===== config.mk =====
export PLATFORM = sky130hd
export DESIGN_NAME = debug_dump_unit_flat
export DESIGN_NICKNAME = d
export VERILOG_FILES = /design/src/rtl/debug_dump_unit_if.sv /design/src/rtl/debug_dump_unit.sv /design/src/flat_wrapper.sv
export SDC_FILE = /design/constraint.sdc
export NUM_CORES = 1
export LEC_CHECK = 0
export ABC_CLOCK_PERIOD_IN_PS = 2100
export CAP_MARGIN = 20
export CORE_ASPECT_RATIO = 0.7
export CORE_MARGIN = 2
export CORE_UTILIZATION = 30
export CTS_CLUSTER_DIAMETER = 120
export DETAILED_ROUTE_END_ITERATION = 7
export SYNTH_ARGS = -nofsm -noshare
export SYNTH_HDL_FRONTEND = slang
export SYNTH_SLANG_ARGS = --single-unit

===== constraint.sdc =====
create_clock -name clk -period 2.1 [get_ports clk]
set_input_delay 0.21 -clock clk [delete_from_list [all_inputs] [get_ports clk]]
set_output_delay 0.21 -clock clk [all_outputs]
set_load 0.05 [all_outputs]

===== src/rtl/debug_dump_unit_if.sv =====
// debug_dump_unit_if: debug-port and UART signals between the dump unit and its surroundings.
interface debug_dump_unit_if;
    logic        start;
    logic [31:0] PC;
    logic [31:0] Debug_out;
    logic [4:0]  Debug_source_select;
    logic        tx;
    logic        busy;
    logic        done;
    modport master (input start, PC, Debug_out, output Debug_source_select, tx, busy, done);
    modport slave (output start, PC, Debug_out, input Debug_source_select, tx, busy, done);
endinterface


===== src/rtl/debug_dump_unit.sv =====
// debug_dump_unit: snapshots PC and x0..x31 over the debug port and streams a 133-byte 8N1 frame on tx.
module debug_dump_unit #(
    parameter int unsigned CLKS_PER_BIT = 868
) (
    input logic clk,
    input logic reset,
    debug_dump_unit_if.master dbg
);
    typedef enum logic [2:0] {IDLE, HDR, PCW, REG, FIN} state_t;
    state_t state_q, state_d;
    logic [15:0] baud_q, baud_d;
    logic [3:0] bit_q, bit_d;
    logic [1:0] byte_q, byte_d, cap_q, cap_d;
    logic [4:0] reg_q, reg_d, sel_q, sel_d;
    logic [31:0] word_q, word_d, pre_q, pre_d;
    logic [7:0] cur;
    logic active, baud_end, byte_end;
    always_comb begin
        active = state_q inside {HDR, PCW, REG};
        cur = state_q == HDR ? 8'hA5 : word_q[31:24];
        baud_end = baud_q == 16'(CLKS_PER_BIT - 1);
        byte_end = baud_end && bit_q == 4'd9;
        state_d = state_q;
        baud_d = 16'd0;
        bit_d = bit_q;
        byte_d = byte_q;
        reg_d = reg_q;
        sel_d = sel_q;
        word_d = word_q;
        pre_d = cap_q == 2'd1 ? dbg.Debug_out : pre_q;
        cap_d = cap_q == 2'd0 ? 2'd0 : cap_q - 2'd1;
        case (state_q)
            IDLE: if (dbg.start) begin
                state_d = HDR;
                bit_d = 4'd0;
                byte_d = 2'd0;
                reg_d = 5'd0;
                sel_d = 5'd0;
                word_d = dbg.PC;
                cap_d = 2'd2;
            end
            FIN: begin
                state_d = IDLE;
                sel_d = 5'd0;
            end
            default: begin
                baud_d = baud_end ? 16'd0 : baud_q + 16'd1;
                if (baud_end) bit_d = bit_q + 4'd1;
                if (byte_end) begin
                    bit_d = 4'd0;
                    byte_d = byte_q + 2'd1;
                    word_d = {word_q[23:0], 8'h00};
                    if (state_q == HDR) begin
                        state_d = PCW;
                        byte_d = 2'd0;
                        word_d = word_q;
                    end else if (byte_q == 2'd3) begin
                        word_d = pre_q;
                        if (state_q == PCW) state_d = REG;
                        else if (reg_q == 5'd31) state_d = FIN;
                        else reg_d = reg_q + 5'd1;
                    end else if (state_q == REG && byte_q == 2'd2 && reg_q != 5'd31) begin
                        // next register is selected as the last byte of this word starts; sampled 2 cycles on
                        sel_d = reg_q + 5'd1;
                        cap_d = 2'd2;
                    end
                end
            end
        endcase
        dbg.tx = !active || bit_q == 4'd9 || (bit_q != 4'd0 && cur[3'(bit_q - 4'd1)]);
        dbg.busy = active;
        dbg.done = state_q == FIN;
        dbg.Debug_source_select = sel_q;
    end
    always_ff @(posedge clk) begin
        if (reset) begin
            state_q <= IDLE;
            baud_q <= '0;
            bit_q <= '0;
            byte_q <= '0;
            cap_q <= '0;
            reg_q <= '0;
            sel_q <= '0;
            word_q <= '0;
            pre_q <= '0;
        end else begin
            state_q <= state_d;
            baud_q <= baud_d;
            bit_q <= bit_d;
            byte_q <= byte_d;
            cap_q <= cap_d;
            reg_q <= reg_d;
            sel_q <= sel_d;
            word_q <= word_d;
            pre_q <= pre_d;
        end
    end
endmodule


===== src/flat_wrapper.sv =====
// flat-port wrapper written by rule: the top's interface ports become plain ports
module debug_dump_unit_flat 
#(
    parameter int unsigned CLKS_PER_BIT = 868
)
  (clk, reset, dbg_start, dbg_PC, dbg_Debug_out, dbg_Debug_source_select, dbg_tx, dbg_busy, dbg_done);
  debug_dump_unit_if dbg_i ();
  input logic clk;
  input logic reset;
  input wire logic [$bits(dbg_i.start)-1:0] dbg_start;
  input wire logic [$bits(dbg_i.PC)-1:0] dbg_PC;
  input wire logic [$bits(dbg_i.Debug_out)-1:0] dbg_Debug_out;
  output wire logic [$bits(dbg_i.Debug_source_select)-1:0] dbg_Debug_source_select;
  output wire logic [$bits(dbg_i.tx)-1:0] dbg_tx;
  output wire logic [$bits(dbg_i.busy)-1:0] dbg_busy;
  output wire logic [$bits(dbg_i.done)-1:0] dbg_done;
  assign dbg_i.start = dbg_start;
  assign dbg_i.PC = dbg_PC;
  assign dbg_i.Debug_out = dbg_Debug_out;
  assign dbg_Debug_source_select = dbg_i.Debug_source_select;
  assign dbg_tx = dbg_i.tx;
  assign dbg_busy = dbg_i.busy;
  assign dbg_done = dbg_i.done;
  debug_dump_unit #(.CLKS_PER_BIT(CLKS_PER_BIT)) u_core (.clk(clk), .reset(reset), .dbg(dbg_i));
endmodule

==> metrics, run 1 <==
status complete, but fails checks; failing checks setup timing; global-route wire length before repair roughly 22 mm; Setup-failing EPs final 15; nets@finish around 780; Critical Path AT around 2.1 ns; Area Overhead vs Synth 43.09%; Slew headroom 0.6396; Placer Congestion roughly 0.81; final wirelength between 10 and 15 mm; synthesized area per cell approximately 8 um2; I/O Pins 75; Hold Vio Cnt, Final 0; MaxCap Viol Count 0; commonest non-fill, non-tap cell in the layout dfxtp_1; f_max ~430 MHz; fin crit share 1.116; synth unique cells between 40 and 50; clk_lat worst skew about 0.35 ns; dpl ws -0.1460 ns; Crit Path Class register to output pin; gr usage total 0.1587; pins over their slew limit 0; hold path depth 2; # DRC 0; Synth Instances 607; clock slew at reported path FFs roughly 0.07 ns; Netlist Area Pre-Place just under 5000 um2; worst r2r src u_core.baud_q[15]; crit path max-delay cell type dfxtp_2; worst reg2reg path endpoint u_core.reg_q[3]; port bufs between 70 and 80; Hold Startpoint reset; # diodes 0; EDFF count, synth 0; Hold Buf Count CTS 0; Final WS setup -0.2437 ns; Setup crit end kind output pin; Seq/Total Area, Yosys 0.4122; class of the tightest hold or removal check input pin to register; worst min-delay path endpoint u_core.reg_q[3]; initial antenna violation count 0; Placement Rows 39; Core Box Area ~16,000 um2; asr flop ratio synth 0; number of fill cells in the layout ~1,600; commonest register cell after synthesis dfxtp_1; Setup crit start kind register; VDD IR-drop max roughly 360 uV; cell-by-cell trace of the critical path inv_2, ha_4, mux2_4, o31ai_4, mux2i_1, a211o_2, buf_8; yosys warns 0; Fin Hold WS around 0.29 ns; CP Max Fanout 4; H-tree depth 3; # clock sinks 101; ANT nets after route 0; CTS Buf Count 9; vias roughly 4,600; worst slew pin tran around 0.54 ns; Static Leak 2.435 nW; clk buf depth 2; WP buf/inv 2; CTS root buf clkbuf_16; layout cells sized above 1 0.2048; Die Span Y between 100 and 150 um; Worst path max stage delay 0.34 ns; Die Wd about 160 um; post-DP HPWL 9.260 mm; Worst R2R Path Depth 5; Starting Density 0.3037; pwr dens 639.8 nW/um2; FF+latch count, synth a little over 100; first-pass iteration count of the detailed router 4; crit path launch u_core.bit_q[0]; Mapped Nets between 600 and 700; Fin Clk Skew 0.006953 ns; initial DRC count 271; gr ovfl total 0; crit path time final 2.344 ns; RSZ-0062 raised after global routing yes; setup slack, reg-to-reg -0.15 ns; vias in the first global route 4,505; most frequent cells in the layout 95 x dfxtp_1, 80 x nand2_1, 70 x clkdlybuf4s50_1, 48 x nor2_1, 46 x a21oi_1; Wirelength per Cell approximately 15 um; largest net degree at the start of global routing between 60 and 70; vias per cell between 4 and 5; data required time of the worst path between 1.5 and 2 ns; CTS tree done; Top delay family on crit path compound AO/OA/AOI/OAI gates; die area approximately 17,000 um2
==> how the worst max path moves through the flow <==
stage                  endpoint  slack [ns]  cells after the start
4_1_cts                  dbg_tx       -0.26                      9
2_1_floorplan   u_core.reg_q[3]       -0.09                      5
3_3_place_gp    u_core.reg_q[3]       -0.13                      5
6_report                 dbg_tx       -0.24                      7
3_5_place_dp   u_core.word_q[2]       -0.15                      8
5_1_grt                  dbg_tx       -0.33                      9
==> stage by stage <==
step | power (mW) | area, um2 | utilization | cells | setup TNS [ns]
finish | 4.490 | 7018 | 0.4345 | 938 | -1.569
global route | 4.679 | 7018 | 0.4345 | 938 | -2.848
CTS | 4.480 | 6761 | 0.4186 | 930 | -1.319
detailed placement | 2.685 | 6188 | 0.3831 | 904 | -3.339
global placement | 2.675 | 6188 | 0.3831 | 904 | -1.176
floorplan | 2.414 | 4955 | - | 607 | -0.3131
==> sequential cells by signal (all words and copies together), names as in the netlist, 3 cells and up <==
register	cells
u_core.pre_q	32
u_core.word_q	32
u_core.baud_q	16
u_core.dbg.Debug_source_select	5
u_core.reg_q	5
u_core.bit_q	4
u_core.state_q	3
==> repair_timing <==
action | in CTS | in global routing
pin swaps | 19 | 24
endpoints found under the setup margin | 48 | 55
gates resized for setup | 34 | 73
gates cloned | 2 | 2
buffers inserted | 8 | 6
==> cell type report <==
cell class                      instances  area (um2)  share of cell area
Multi-Input combinational cell        448        2957              0.4213
Tap cell                              225       281.5             0.04011
Timing Repair Buffer                  135        1383              0.1970
Clock buffer                            9       225.2             0.03209
Sequential cell                       101        2029              0.2892
Clock inverter                          7       93.84             0.01337
Inverter                               13       48.80            0.006953
==> layer usage <==
layer	track usage	wire length [um]
met1	0.2274	7065
met2	0.2418	6164
met3	0.03323	655
met4	0.04037	114
met5	0	0
==> power breakdown <==
group | switching (mW) | internal (mW) | leakage, nW | total, mW
Clock | 0.806 | 0.958 | 0.153 | 1.76
Sequential | 0.0537 | 2.00 | 0.823 | 2.05
Combinational | 0.348 | 0.324 | 1.46 | 0.673
Total | 1.21 | 3.28 | 2.43 | 4.49
==> kinds of logic (layout without fill, tap and decap cells) <==
logic type | after synthesis | count (layout) | share of synthesized area
and+or+nand+nor | 237 | 237 | 0.2393
AOI/OAI and AO/OA | 153 | 153 | 0.1827
DFF | 101 | 101 | 0.4122
buffers and inverters | 58 | 164 | 0.04592
muxes | 33 | 33 | 0.06811
xor gates and xnor gates | 15 | 15 | 0.02679
adders and majority gates | 10 | 10 | 0.02500
==> synthesized netlist by cell type (all sizes together) (6+ instances only) <==
cell | n | area [um2]
nor2 | 49 | 183.9
nand3 | 12 | 60.06
nand2 | 81 | 304.0
and2 | 6 | 37.54
o21ai | 57 | 285.3
nor3 | 18 | 90.09
dfxtp | 101 | 2022
buf | 14 | 60.06
clkbuf | 31 | 116.4
or3 | 6 | 37.54
xnor2 | 9 | 78.83
a21oi | 50 | 250.2
and3 | 11 | 70.07
nand2b | 28 | 175.2
mux2i | 30 | 300.3
a211oi | 33 | 247.7
ha | 9 | 112.6
inv | 13 | 48.80
xor2 | 6 | 52.55
Power figures use the tool's default switching activity.
==> inputs of run 2 (changes only) <==
Settings changed: CELL_PAD_IN_SITES_DETAIL_PLACEMENT set to 0, CELL_PAD_IN_SITES_GLOBAL_PLACEMENT set to 2, CORE_UTILIZATION 30 to 29, PLACE_DENSITY_LB_ADDON set to 0.1, SLEW_MARGIN set to 40.
==> run 2 against run 1 <==
  * The flow still finishes with violations (setup timing)
  * Clock-buffer cell count did not move
  * Critical path type unchanged
  * Combinational power down 0.7%
  * Via count is essentially flat
==> metrics, run 2 (synthesized netlist as in run 1, its figures left out) <==
Tot Pwr 4.805 mW (+7.0%); most frequent cells in the layout 95 x dfxtp_1, 80 x nand2_1, 70 x clkdlybuf4s50_1, 53 x o21ai_0, 49 x nor2_1; met2 usage 0.2394 (-0.002393); largest registers u_core.pre_q (32), u_core.word_q (32), u_core.baud_q (16); vias 4,555 (-0.022%); Crit Path Class register to output pin; cell-by-cell trace of the critical path inv_1, ha_4, mux2_2, o31ai_4, mux2i_1, a211o_2, buf_6; gr ovfl total 0 (unchanged); failing checks setup timing; class of the tightest hold or removal check input pin to register; Finished Layout Cells 928 (-1.1%); global routing's busiest layer met1; H-tree depth 3 (unchanged); crit path time final 2.354 ns (+0.009892 ns); Area Overhead vs Synth 40.08%; Top delay family on crit path compound AO/OA/AOI/OAI gates; layout cells sized above 1 0.1693 (-0.03549); Critical Path AT 2.14 ns (about the same); Wirelength per Cell 16.52 um (+11%); met1 Use GR 0.2561 (+0.02867); first-pass iteration count of the detailed router 4 (unchanged); Setup crit end kind output pin; vias per cell 4.908 (+1.1%); CTS root buf clkbuf_16; Setup-failing EPs final 11 (-4); Slew headroom 0.5901 (-0.04954); # diodes 0 (unchanged); final wirelength 15.34 mm (+9.5%); CP Max Fanout 3 (-1); WP buf/inv 2 (unchanged); Die Span Y 112.8 um (+1.6%); pins over their slew limit 0 (unchanged); Layout Utilization 0.4178 (-0.01671); Fin Clk Skew 0.005779 ns (-0.001173 ns); initial antenna violation count 0 (unchanged); Hold Buf Count CTS 0 (unchanged); placed cell area 6218 um2 (+0.49%); die area 17,990 um2 (+3.3%); Fin Setup TNS -1.239 ns (+0.3298 ns); ANT nets after route 0 (unchanged); fin crit share 1.121 (+0.004710); VDD IR-drop max 394.1 uV (+8.6%); gr usage total 0.1689 (+0.01021); Hold Vio Cnt, Final 0 (unchanged); I/O Pins 75 (unchanged); Worst path max stage delay 0.35 ns (about the same); CTS Buf Count 9 (unchanged); number of fill cells in the layout 1,659 (+3.6%); Static Leak 2.369 nW (-2.7%); MaxCap Viol Count 0 (unchanged); nets@finish 774 (-1.3%); placed insts 906 (+0.22%); global-route wire length before repair 24.12 mm (+8.6%); Placement Rows 39 (unchanged); initial DRC count 237 (-13%); vias in the first global route 4,498 (-0.16%); Starting Density 0.2983 (-0.005406); Placer Congestion 0.7810 (-3.8%); Core Box Area 16,440 um2 (+1.8%); data required time of the worst path 1.89 ns (about the same); Setup crit start kind register; clock slew at reported path FFs 0.07 ns (about the same); Fin Hold WS 0.3890 ns (+0.09855 ns); met3 usage 0.03592 (+0.002695); final instance area 6870 um2 (-2.1%); # clock sinks 101 (unchanged); f_max 424.9 MHz (-0.42%); pwr dens 699.4 nW/um2 (+9.3%); status complete, but fails checks; worst slew pin tran 0.6149 ns (+0.07548 ns); dpl ws -0.1713 ns (-0.02530 ns); Die Wd 159.4 um (+1.7%); crit path max-delay cell type mux2_2; commonest non-fill, non-tap cell in the layout dfxtp_1; largest net degree at the start of global routing 58 (-11%); # DRC 0 (unchanged); post-DP HPWL 10.18 mm (+9.9%); Final WS setup -0.2535 ns (-0.009892 ns); port bufs 74 (unchanged); clk buf depth 2 (unchanged); CTS tree done; RSZ-0062 raised after global routing yes; clk_lat worst skew 0.35 ns (about the same)
run 2: cell count changes in the layout (fill, tap and decap cells not counted), sizes merged:
cell / change
clkinv: -1
clkbuf: +1
clkinvlp: -1
bufinv: +3
buf: -11
inv: -1
run 2: layer usage:
metal / part of all wire / vias up
li1: - / 2315
met1: 0.55 / 2141
met2: 0.40 / 87
met3: 0.041 / 12
met4: 0.012 / 0
met5: 0 / -
run 2: area by class of cell:
class / count / area [um2] / area share
multi-input combinational: 448 / 2854 / 0.4154
tap: 225 / 281.5 / 0.04098
clock buffer: 9 / 225.2 / 0.03278
timing repair buffer: 125 / 1286 / 0.1872
sequential: 101 / 2029 / 0.2954
inverter: 13 / 48.80 / 0.007103
clock inverter: 7 / 145.1 / 0.02113
run 2: worst reg2reg max path: stages, from the launching register on:
cell	delay (ns)
dfxtp_2	0.32
or4_4	0.57
or4b_4	0.51
or4_4	0.55
mux2i_1	0.20
nor2_1	0.05
run 2: power breakdown:
| part | switching, mW | total, mW | internal [mW] |
|---|---|---|---|
| Sequential | 0.0494 | 2.05 | 2.00 |
| Clock | 0.790 | 2.09 | 1.30 |
| Combinational | 0.350 | 0.668 | 0.318 |
| Total | 1.19 | 4.80 | 3.62 |
run 2: repair_timing:
action                     CTS  global route
cloned                       1             4
buffers inserted             2             0
pin swaps                    6            11
setup endpoints to repair   17            63
gates resized for setup     21            19
run 2: final timing paths:
path                                        start                to  slack, ns  cells after the start
worst max-delay path              u_core.bit_q[1]            dbg_tx      -0.25                      7
worst min-delay path                        reset  u_core.pre_q[31]       0.39                      2
worst max register to register  u_core.baud_q[15]   u_core.reg_q[3]      -0.21                      5
worst min register to register    u_core.pre_q[2]   u_core.pre_q[2]       0.45                      2
==> inputs of run 3 (changes only) <==
Settings changed: CORE_UTILIZATION 29 to 25, CTS_BUF_LIST set to sky130_fd_sc_hd__clkbuf_16, CTS_CLUSTER_DIAMETER 120 to 80.
==> run 3 against run 2 <==
  * The flow still finishes with violations (setup timing)
  * Die area rose by 15%
  * Clock-buffer cell count did not move
  * Clock skew rose by 0.0025 ns
  * Utilization fell by 4.3 points
  * Register-to-register slack improved by 0.04 ns
  * Setup slack improved by 0.0042 ns
  * Cell area rose by 4.2%
  * Via count rose by 0.42%
==> metrics, run 3 (synthesized netlist as in run 1, its figures left out) <==
Wirelength per Cell 15.85 um (-4.1%); Hold Startpoint dbg_Debug_out[15]; setup slack, reg-to-reg -0.17 ns (+0.04 ns); Pint 3.265 mW (-9.7%); MaxCap Viol Count 0 (unchanged); RSZ-0062 raised after global routing yes; dpl ws -0.1845 ns (-0.01318 ns); class of the tightest hold or removal check input pin to register; Fin Setup TNS -2.373 ns (-1.133 ns); VDD IR-drop max 358.3 uV (-9.1%); pins over their slew limit 0 (unchanged); global-route wire length before repair 23.89 mm (-0.92%); worst slew pin tran 0.7656 ns (+0.1507 ns); worst reg2reg path endpoint u_core.reg_q[3]; vias 4,574 (+0.42%); # DRC 0 (unchanged); status complete, but fails checks; vias in the first global route 4,492 (-0.13%); worst r2r src u_core.baud_q[15]; Tot Pwr 4.473 mW (-6.9%); Top delay family on crit path compound AO/OA/AOI/OAI gates; Die Wd 171.4 um (+7.5%); clock slew at reported path FFs 0.07 ns (about the same); Critical Path AT 2.14 ns (about the same); first-pass iteration count of the detailed router 4 (unchanged); CTS Buf Count 9 (unchanged); Placer Congestion 0.7960 (+1.9%); crit path max-delay cell type mux2_2; power share of the clock group 0.375 (-0.059); nets@finish 781 (+0.90%); combinational share of power 0.165 (+0.026); largest registers u_core.pre_q (32), u_core.word_q (32), u_core.baud_q (16); # clock sinks 101 (unchanged); CP Max Fanout 3 (unchanged); most frequent cells in the layout 96 x dfxtp_1, 79 x nand2_1, 70 x clkdlybuf4s50_1, 48 x nor2_1, 47 x a21oi_1; failing checks setup timing; Starting Density 0.2571 (-0.04114); cell-by-cell trace of the critical path inv_1, ha_4, mux2_2, o31ai_4, mux2i_1, a211o_2, buf_6; Setup crit start kind register; hold path depth 3 (+1); data required time of the worst path 1.89 ns (about the same); FF/Latch Area 2028 um2 (about the same); Slew headroom 0.4896 (-0.1005); Fin Clk Skew 0.008278 ns (+0.002499 ns); Sw Pwr 1.208 mW (+1.5%); die area 20,770 um2 (+15%); # diodes 0 (unchanged); ANT nets after route 0 (unchanged); port bufs 74 (unchanged); initial antenna violation count 0 (unchanged); Hold Vio Cnt, Final 0 (unchanged); Setup crit end kind output pin; f_max 425.7 MHz (+0.18%); Placement Rows 42 (+7.7%); final wirelength 15.44 mm (+0.66%); Setup-failing EPs final 39 (+28); pwr dens 625.0 nW/um2 (-11%); gr usage total 0.1499 (-0.01897); crit path time final 2.349 ns (-0.004196 ns); CTS tree done; Die Span Y 121.2 um (+7.4%); I/O Pins 75 (unchanged); Worst path max stage delay 0.35 ns (about the same); H-tree depth 3 (unchanged); number of fill cells in the layout 1,947 (+17%); clk buf depth 2 (unchanged); sequential share of power 0.460 (+0.033); commonest non-fill, non-tap cell in the layout dfxtp_1; initial DRC count 265 (+12%); Area Overhead vs Synth 45.92%; clk_lat worst skew 0.35 ns (about the same); CTS root buf clkbuf_16; Crit Path Class register to output pin; area of the multi-input gates 3133 um2 (+9.8%); fin crit share 1.119 (-0.001998); worst min-delay path endpoint u_core.pre_q[15]; switching portion of total power 0.2700 (+0.02238); layout cells sized above 1 0.2380 (+0.06875); Final WS setup -0.2493 ns (+0.004196 ns); Core Box Area 19,080 um2 (+16%); post-DP HPWL 10.62 mm (+4.4%); largest net degree at the start of global routing 58 (unchanged); Static Leak 2.414 nW (+1.9%); gr ovfl total 0 (unchanged); vias per cell 4.696 (-4.3%); WP buf/inv 2 (unchanged); Worst R2R Path Depth 5 (unchanged); Hold Buf Count CTS 0 (unchanged)
run 3: stage by stage:
step | std cells | hold slack, ns | utilization | instance area [um2]
2_1_floorplan | 607 | 0.3460 | - | 4955
3_3_place_gp | 950 | 0.4424 | 0.3299 | 6292
3_5_place_dp | 950 | 0.4462 | 0.3299 | 6292
4_1_cts | 968 | 0.3907 | 0.3514 | 6703
5_1_grt | 974 | 0.4069 | 0.3752 | 7157
6_report | 974 | 0.4009 | 0.3752 | 7157
run 3: layout make-up:
cell class                 count  area share
tap                          264     0.04615
sequential                   101      0.2834
inverter                      13    0.006818
timing repair buffer         132      0.1853
multi-input combinational    448      0.4378
clock inverter                 7    0.009091
clock buffer                   9     0.03147
run 3: worst max-delay path by stage:
stage                            from  slack, ns  cells past startpoint         endpoint
floorplan            u_core.baud_q[2]      -0.09                      5  u_core.reg_q[3]
global route          u_core.bit_q[0]      -0.33                      7           dbg_tx
global placement    u_core.baud_q[15]      -0.13                      5  u_core.reg_q[3]
CTS                   u_core.bit_q[1]      -0.30                      7           dbg_tx
detailed placement  u_core.baud_q[15]      -0.18                      5  u_core.reg_q[3]
finish                u_core.bit_q[0]      -0.25                      7           dbg_tx
run 3: power groups by stage:
stage | clock network [mW] | logic, mW | registers [mW]
floorplan | 0 | 0.336 | 2.08
global placement | 0 | 0.627 | 2.09
detailed placement | 0 | 0.629 | 2.09
CTS | 1.74 | 0.641 | 2.05
global route | 1.82 | 0.811 | 2.07
finish | 1.68 | 0.739 | 2.06
run 3: worst register-to-register path, stage by stage, from the launching register on:
cell and delay, ns:
dfxtp_2 0.32, or4_4 0.55, or4b_4 0.51, or4_4 0.56, mux2i_1 0.18, nor2_1 0.05
run 3: routing by layer:
metal,up-vias,global-route usage,wire length [um]
li1,2320,-,-
met1,2161,0.2214,8189
met2,86,0.2150,6487
met3,7,0.03457,617
met4,0,0.04396,141
met5,-,0,0
run 3: repair_timing:
item,4_1_cts,5_1_grt
buffers inserted,1,4
resized for setup,18,130
pin swaps,8,14
endpoints found under the setup margin,23,61
gates cloned,1,3
